### src/rtl/lsu_mem_bridge.sv
// Bridges the LSU read/write request ports onto a single-outstanding req/gnt/rvalid
// memory bus. A watchdog aborts a hung transaction and reports it with an error ack.
module lsu_mem_bridge #(
    parameter int unsigned AW      = 32,
    parameter int unsigned DW      = 32,
    parameter int unsigned TIMEOUT = 255
) (
    input  logic            i_clk,
    input  logic            i_rst_n,
    input  logic            i_clk_en,
    input  logic            i_lsu_read,
    input  logic [AW-1:0]   i_r_lsu_addr,
    output logic [DW-1:0]   o_r_lsu_data,
    input  logic            i_lsu_write,
    input  logic [AW-1:0]   i_w_lsu_addr,
    input  logic [DW/8-1:0] i_w_lsu_byte_en,
    input  logic [DW-1:0]   i_w_lsu_data,
    output logic            o_lsu_ack,
    output logic            o_lsu_err,
    output logic            o_mem_req,
    output logic            o_mem_we,
    output logic [AW-1:0]   o_mem_addr,
    output logic [DW/8-1:0] o_mem_be,
    output logic [DW-1:0]   o_mem_wdata,
    input  logic            i_mem_gnt,
    input  logic            i_mem_rvalid,
    input  logic [DW-1:0]   i_mem_rdata
);
    localparam logic [1:0] IDLE = 2'd0;
    localparam logic [1:0] REQ  = 2'd1;
    localparam logic [1:0] WAIT = 2'd2;
    localparam logic [1:0] ACK  = 2'd3;

    localparam int unsigned    CW       = (TIMEOUT > 0) ? $clog2(TIMEOUT + 1) : 1;
    localparam logic [CW-1:0]  CNT_LAST = CW'((TIMEOUT > 0) ? TIMEOUT - 1 : 0);

    logic [1:0]    state;
    logic [CW-1:0] cnt;
    logic          expired;

    // cnt holds the number of REQ/WAIT cycles already spent, so the current one is the last allowed.
    assign expired = (TIMEOUT > 0) && (cnt == CNT_LAST);

    always_ff @(posedge i_clk or negedge i_rst_n) begin
        if (!i_rst_n) begin
            state        <= IDLE;
            cnt          <= '0;
            o_r_lsu_data <= '0;
            o_lsu_ack    <= 1'b0;
            o_lsu_err    <= 1'b0;
            o_mem_req    <= 1'b0;
            o_mem_we     <= 1'b0;
            o_mem_addr   <= '0;
            o_mem_be     <= '0;
            o_mem_wdata  <= '0;
        end else if (i_clk_en) begin
            case (state)
                IDLE: begin
                    cnt <= '0;
                    if (i_lsu_write) begin
                        state       <= REQ;
                        o_mem_req   <= 1'b1;
                        o_mem_we    <= 1'b1;
                        o_mem_addr  <= {i_w_lsu_addr[AW-1:2], 2'b00};
                        o_mem_be    <= i_w_lsu_byte_en;
                        o_mem_wdata <= i_w_lsu_data;
                    end else if (i_lsu_read) begin
                        state       <= REQ;
                        o_mem_req   <= 1'b1;
                        o_mem_we    <= 1'b0;
                        o_mem_addr  <= {i_r_lsu_addr[AW-1:2], 2'b00};
                        o_mem_be    <= '1;
                        o_mem_wdata <= '0;
                    end
                end
                REQ: begin
                    cnt <= cnt + CW'(1);
                    if (expired) begin
                        state        <= ACK;
                        o_mem_req    <= 1'b0;
                        o_lsu_ack    <= 1'b1;
                        o_lsu_err    <= 1'b1;
                        o_r_lsu_data <= '0;
                    end else if (i_mem_gnt) begin
                        state     <= WAIT;
                        o_mem_req <= 1'b0;
                    end
                end
                WAIT: begin
                    cnt <= cnt + CW'(1);
                    if (expired) begin
                        state        <= ACK;
                        o_lsu_ack    <= 1'b1;
                        o_lsu_err    <= 1'b1;
                        o_r_lsu_data <= '0;
                    end else if (i_mem_rvalid) begin
                        state        <= ACK;
                        o_lsu_ack    <= 1'b1;
                        o_r_lsu_data <= o_mem_we ? '0 : i_mem_rdata;
                    end
                end
                ACK: begin
                    state        <= IDLE;
                    o_lsu_ack    <= 1'b0;
                    o_lsu_err    <= 1'b0;
                    o_r_lsu_data <= '0;
                end
                default: state <= IDLE;
            endcase
        end
    end
endmodule
### config.mk
export PLATFORM = sky130hd
export DESIGN_NAME = lsu_mem_bridge
export DESIGN_NICKNAME = d
export VERILOG_FILES = /design/src/rtl/lsu_mem_bridge.sv
export SDC_FILE = /design/constraint.sdc
export NUM_CORES = 1
export LEC_CHECK = 0
export CORE_UTILIZATION = 44
export DETAILED_ROUTE_END_ITERATION = 10
export HOLD_SLACK_MARGIN = 0.06
export PLACE_DENSITY = 0.86
export SYNTH_ARGS = -nofsm -noshare
export SYNTH_HDL_FRONTEND = slang
export SYNTH_SLANG_ARGS = --single-unit
### constraint.sdc
create_clock -name i_clk -period 5.5 [get_ports i_clk]
set_clock_uncertainty 0.1 [all_clocks]
set_input_delay 1.65 -clock i_clk [delete_from_list [all_inputs] [get_ports i_clk]]
set_output_delay 1.65 -clock i_clk [all_outputs]
set_load 0.02 [all_outputs]
==> flow_metrics.tcl, run 1 <==
set metrics [dict create \
    cp_slowest_stage_delay_ns 0.88 \
    vias_per_cell 5.033 \
    antenna_found_initial 0 \
    initial_core_util_pct 45.51 \
    clock_latency_ns 0.35 \
    yosys_warnings 0 \
    syn_inst 443 \
    fp.dieW_um 108.4 \
    holdPathEnd "o_mem_addr[28]$_DFFE_PN0P_" \
    drtPass1Iterations 4 \
    cts-htree-levels 3 \
    pwr_density_cell_nw_per_um2 515.5 \
    dp_hpwl_mm 9.483 \
    synth_area_leaders "dfrtp_1 (56%), mux2i_1 (13%), a22o_1 (5.8%)" \
    required_ns 5.63 \
    synth_top_area_share_pct 56.31 \
    synth-main-ff-cell "dfrtp_1" \
    vdd_drop_max_mv 0.2983 \
    min_path_cells 2 \
    yosys-top-cells-count "dfrtp_1 (112), nand2_1 (72), mux2i_1 (65)" \
    end_kind "flip-flop" \
    clock_sinks 112 \
    rrSetupSlack_ns 2.64 \
    fin_ws_ns 1.729 \
    leakagePower_nw 3.511 \
    synth-edff-count 0 \
    dp_slack_ns 1.368 \
    syn-cell-area_um2 4977 \
    syn_to_final_growth_pct 53.67 \
    max-slew-margin-rel_pct 19.24 \
    async_flop_share_pct 100.0 \
    regToRegEndpoint "o_r_lsu_data[5]$_DFFE_PN0P_" \
    setup.worst_path.class "input pin to flip-flop" \
    worst_pin_slew_ns 1.211 \
    routed_wl_mm 12.89 \
    grt_max_degree 83 \
    gp_congestion 0.7931 \
    numCtsBuffers 9 \
    maxCapViolations 0 \
    grt_pass1_vias 4055 \
    synth_most_common_cell "dfrtp_1" \
    tns_ns 0 \
    cts_tree "done" \
    worst-path-buf-inv 2 \
    slew_violations 0 \
    cts_hold_buf 0 \
    drc 0 \
    crit_chain "clkdlybuf4s50_1, nand3b_1, buf_4, mux2i_1" \
    synth_area_per_cell_um2 11.24 \
    critPathLaunch "i_clk_en" \
    cp_data_arrival_time_ns 3.90 \
    die_y_um 108.4 \
    fill_cells 814 \
    drtIter0Drc 237 \
    finalCritPeriodShare_pct 68.56 \
    grt_pass1_wl_mm 19.95 \
    hold_viol 0 \
    hold_class "flip-flop to flip-flop" \
    drive_gt1_share_pct 4.173 \
    num_antenna_cells 0 \
    min_from "o_mem_addr[28]$_DFFE_PN0P_" \
    crit_slowest_cell "nand3b_1" \
    rsz0062_at_grt "no" \
    cts_setup_buffers 0 \
    route.vias.total 4082 \
    clockBufferDepth 2 \
    netlist.top_cell.by_area "dfrtp_1" \
    routedWlPerCell_um 15.90 \
    synthDistinctLibCells 41 \
    clockRootBuffer "clkbuf_16" \
    design_area_um2 7649 \
    io_pins 243 \
    fmax_ghz 0.2652 \
    r2r_cells 7 \
    core_um2 10940 \
    outcome "finished, final reports clean" \
    ant_nets 0 \
    clk_pin_slew_ns 0.08 \
    reg2reg_from "state[0]$_DFFE_PN0P_" \
    ys_seq_area_share_pct 56.31 \
    numPortBuffers 236 \
    critical_path.top_delay_family "buffers and inverters" \
    fp-row-count 38 \
    crit_path_max_fanout 19 \
    final_nets 813 \
    fp.dieArea_um2 11740 \
    startpoint_type "input pin" \
    placed_area_um2 7335 \
    grt_overflow 0 \
    post_cts_resized 0 \
    period_needed_ns 3.771 \
    synth_seq_cells 112 \
    setup_viol 0 \
    fin_util_pct 69.94 \
    grt_usage_pct 22.20 \
]
==> cell usage in the layout (no fill, tap or decap), drive strengths merged, types with 2 or more instances in the layout <==
cell           count
ha                 8
dfrtp            112
nand4              2
nor2b              2
o22a               4
buf                6
clkbuf             9
xor2               2
or3                2
clkinv             2
a22o              33
inv               42
o22ai              2
mux2i             65
and3               2
nand3              3
or2                2
a21oi              4
o211a              2
nor2               9
o21ai             36
clkdlybuf4s50    234
nand2             72
conb               2
nand3b             2
==> registers in the layout (all words and copies together), names as in the netlist <==
name,cells
state,2
o_mem_be,4
o_lsu_ack,1
o_mem_req,1
o_mem_wdata,32
o_lsu_err,1
cnt,8
o_mem_addr,30
o_r_lsu_data,32
o_mem_we,1
==> layout make-up <==
cell class              instances  area (µm²)  area share [%]
inverters                      39       146.4           1.914
repair buffers                240        2385           31.18
flip-flops and latches        112        2803           36.64
clock buffers                   9       225.2           2.945
clock inverters                 7       88.84           1.161
well taps                     140       175.2           2.290
multi-input cells             264        1826           23.87
==> report_power, final <==
part	total [mW]	internal (mW)	switching [mW]
logic	1.90	0.935	0.964
registers	1.36	1.16	0.200
clock network	0.680	0.363	0.317
==> worst min-delay path, stage by stage (launching register included) <==
cell and delay (ns):
dfrtp_1 0.34, nand2_1 0.05, o21ai_0 0.06
==> cell families (layout without fill, tap and decap cells) <==
| logic type | after synthesis | in the layout | synth area share [%] |
|---|---|---|---|
| compound gates | 87 | 87 | 12.14 |
| xor+xnor | 2 | 2 | 0.3520 |
| fa+ha+maj | 8 | 8 | 2.011 |
| buf+inv | 68 | 295 | 7.089 |
| flops | 112 | 112 | 56.31 |
| mux | 65 | 65 | 13.07 |
| other cells | 1 | 2 | 0.07534 |
| simple gates | 100 | 100 | 8.949 |
==> layer usage <==
metal	vias up	routed length [µm]	GRT usage [%]
met4	0	318	9.073
met3	23	1036	6.148
li1	1945	-	-
met1	1951	4950	25.30
met2	163	6589	39.17
met5	-	0	0
==> worst max-delay path by stage <==
| stage | cells past startpoint | endpoint | slack, ns |
|---|---|---|---|
| floorplan | 6 | o_mem_wdata[0]$_DFFE_PN0P_ | 2.71 |
| global placement | 4 | o_r_lsu_data[5]$_DFFE_PN0P_ | 1.46 |
| detailed placement | 4 | o_r_lsu_data[5]$_DFFE_PN0P_ | 1.37 |
| CTS | 4 | o_r_lsu_data[5]$_DFFE_PN0P_ | 1.74 |
| global route | 4 | o_r_lsu_data[5]$_DFFE_PN0P_ | 1.59 |
| finish | 4 | o_r_lsu_data[5]$_DFFE_PN0P_ | 1.73 |
==> through the flow <==
step / std cells / power (mW) / hold slack (ns)
CTS: 811 / 3.981 / 0.3864
finish: 811 / 3.943 / 0.3829
detailed placement: 795 / 3.281 / 0.3703
floorplan: 444 / 2.402 / 0.3838
global placement: 795 / 3.220 / 0.3609
global route: 811 / 4.185 / 0.4129
Power figures use the tool's default switching activity.
==> run 2, diff against run 1 <==
- CORE_UTILIZATION: 44 -> 37
- PLACE_DENSITY: 0.86 -> 0.77
- clock period: 5.5 -> 3.3 ns (I/O delays scaled with it)
==> flow_metrics.tcl, run 2 (synthesized netlist as in run 1, its figures left out) <==
set metrics [dict create \
    fp.dieArea_um2 13920 \
    grt_usage_pct 18.37 \
    final_nets 814 \
    core_um2 13190 \
    routedWlPerCell_um 14.70 \
    clockRootBuffer "clkbuf_16" \
    critical_path.top_delay_family "buffers and inverters" \
    clock_sinks 112 \
    route.vias.total 4041 \
    pwr_density_cell_nw_per_um2 849.2 \
    final_common_cell "clkdlybuf4s50_1" \
    initial_core_util_pct 37.73 \
    end_kind "flip-flop" \
    fin_cells 848 \
    worst_hold_slack_ns 0.3766 \
    hold_class "flip-flop to flip-flop" \
    maxCapViolations 0 \
    cp_slowest_stage_delay_ns 0.64 \
    leakagePower_nw 3.532 \
    hold_viol 0 \
    vias_per_cell 4.765 \
    clock_latency_ns 0.34 \
    drtPass1Iterations 5 \
    post_cts_resized 0 \
    multiInputGateArea_um2 1826 \
    antenna_found_initial 0 \
    fin_util_pct 58.62 \
    vdd_drop_max_mv 0.3693 \
    tns_ns 0 \
    max-slew-margin-rel_pct 35.67 \
    dp_hpwl_mm 9.196 \
    crit_chain "clkdlybuf4s50_1, nand2_1, or2_2, buf_12, a22o_1" \
    grt_pass1_vias 4107 \
    num_antenna_cells 0 \
    cts_setup_buffers 0 \
    fp.dieW_um 118.0 \
    cp_data_arrival_time_ns 2.60 \
    seq_area_um2 2803 \
    grt_overflow 0 \
    critPathLaunch "i_clk_en" \
    drc 0 \
    die_y_um 118.0 \
    required_ns 3.42 \
    syn_to_final_growth_pct 55.35 \
    cts_hold_buf 0 \
    crit_slowest_cell "clkdlybuf4s50_1" \
    dp_cells 832 \
    fill_cells 1117 \
    grt_pass1_wl_mm 20.51 \
    cts_tree "done" \
    clk_pin_slew_ns 0.07 \
    setup_viol 0 \
    min_from "o_mem_addr[14]$_DFFE_PN0P_" \
    dp_slack_ns 0.5141 \
    io_pins 243 \
    placed_area_um2 7425 \
    fin_ws_ns 0.8186 \
    reg2reg_from "cnt[0]$_DFFE_PN0P_" \
    routed_wl_mm 12.46 \
    final_cell_mix "clkdlybuf4s50_1 (234), dfrtp_1 (112), nand2_1 (72), mux2i_1 (65), inv_1 (39)" \
    numCtsBuffers 9 \
    worst_pin_slew_ns 0.9650 \
    largestRegisters "o_mem_wdata: 32 flops, o_r_lsu_data: 32 flops, o_mem_addr: 30 flops" \
    p_total_mw 6.566 \
    startpoint_type "input pin" \
    rsz0062_at_grt "no" \
    fmax_ghz 0.4030 \
    drtIter0Drc 206 \
    cts-htree-levels 3 \
    slew_violations 0 \
    clockBufferDepth 2 \
    fp-row-count 42 \
    drive_gt1_share_pct 4.167 \
    finalCritPeriodShare_pct 75.19 \
    worst-path-buf-inv 2 \
    crit_path_max_fanout 92 \
    numPortBuffers 236 \
    grt_max_degree 93 \
    setup.worst_path.class "input pin to flip-flop" \
    ant_nets 0 \
    design_area_um2 7732 \
    outcome "finished, final reports clean" \
    gp_congestion 0.8135 \
    period_needed_ns 2.481 \
]
## run 2: cell count changes in the layout (fill, tap and decap cells not counted), moves of 2 or more
cell / previous run / this run
inv_6: 3 / 1
clkbuf_8: 0 / 2
buf_4: 5 / 3
buf_12: 0 / 3
## run 2: worst paths after layout
path	end	slack, ns	cells after the start
min	o_mem_addr[14]$_DFFE_PN0P_	0.38	2
max reg2reg	o_r_lsu_data[2]$_DFFE_PN0P_	1.17	6
max	o_mem_wdata[24]$_DFFE_PN0P_	0.82	5
max in group asynchronous	o_mem_wdata[14]$_DFFE_PN0P_	1.79	2
min reg2reg	o_mem_addr[14]$_DFFE_PN0P_	0.38	2
min in group asynchronous	o_mem_addr[22]$_DFFE_PN0P_	0.56	1
## run 2: worst register-to-register path: cells and delay by family, from the launching register on
kind            cells  cell delay [ns]
mux                 1             0.19
fa+ha+maj           1             0.21
compound gates      1             0.80
buf+inv             1             0.06
flops               1             0.40
simple gates        2             0.28
## run 2: power by group
part           leakage, nW  total [mW]  internal [mW]  switching, mW
Combinational         1.94        3.18           1.57           1.61
Sequential            1.45        2.27           1.94          0.330
Clock                0.149        1.12          0.633          0.484
## run 2: layer usage
layer,up-vias,part of all wire (%),wire length [µm],GRT usage (%)
li1,1941,-,-,-
met4,0,1.7,218,6.571
met5,-,0,0,0
met2,147,50,6250,31.36
met1,1938,42,5278,22.88
met3,15,5.7,715,3.876
## run 2: area by class of cell
cell class | instances | area share [%]
multi-input cells | 264 | 23.61
repair buffers | 241 | 31.42
clock inverters | 4 | 0.6634
inverters | 39 | 1.893
flip-flops and latches | 112 | 36.25
clock buffers | 12 | 3.317
well taps | 176 | 2.848
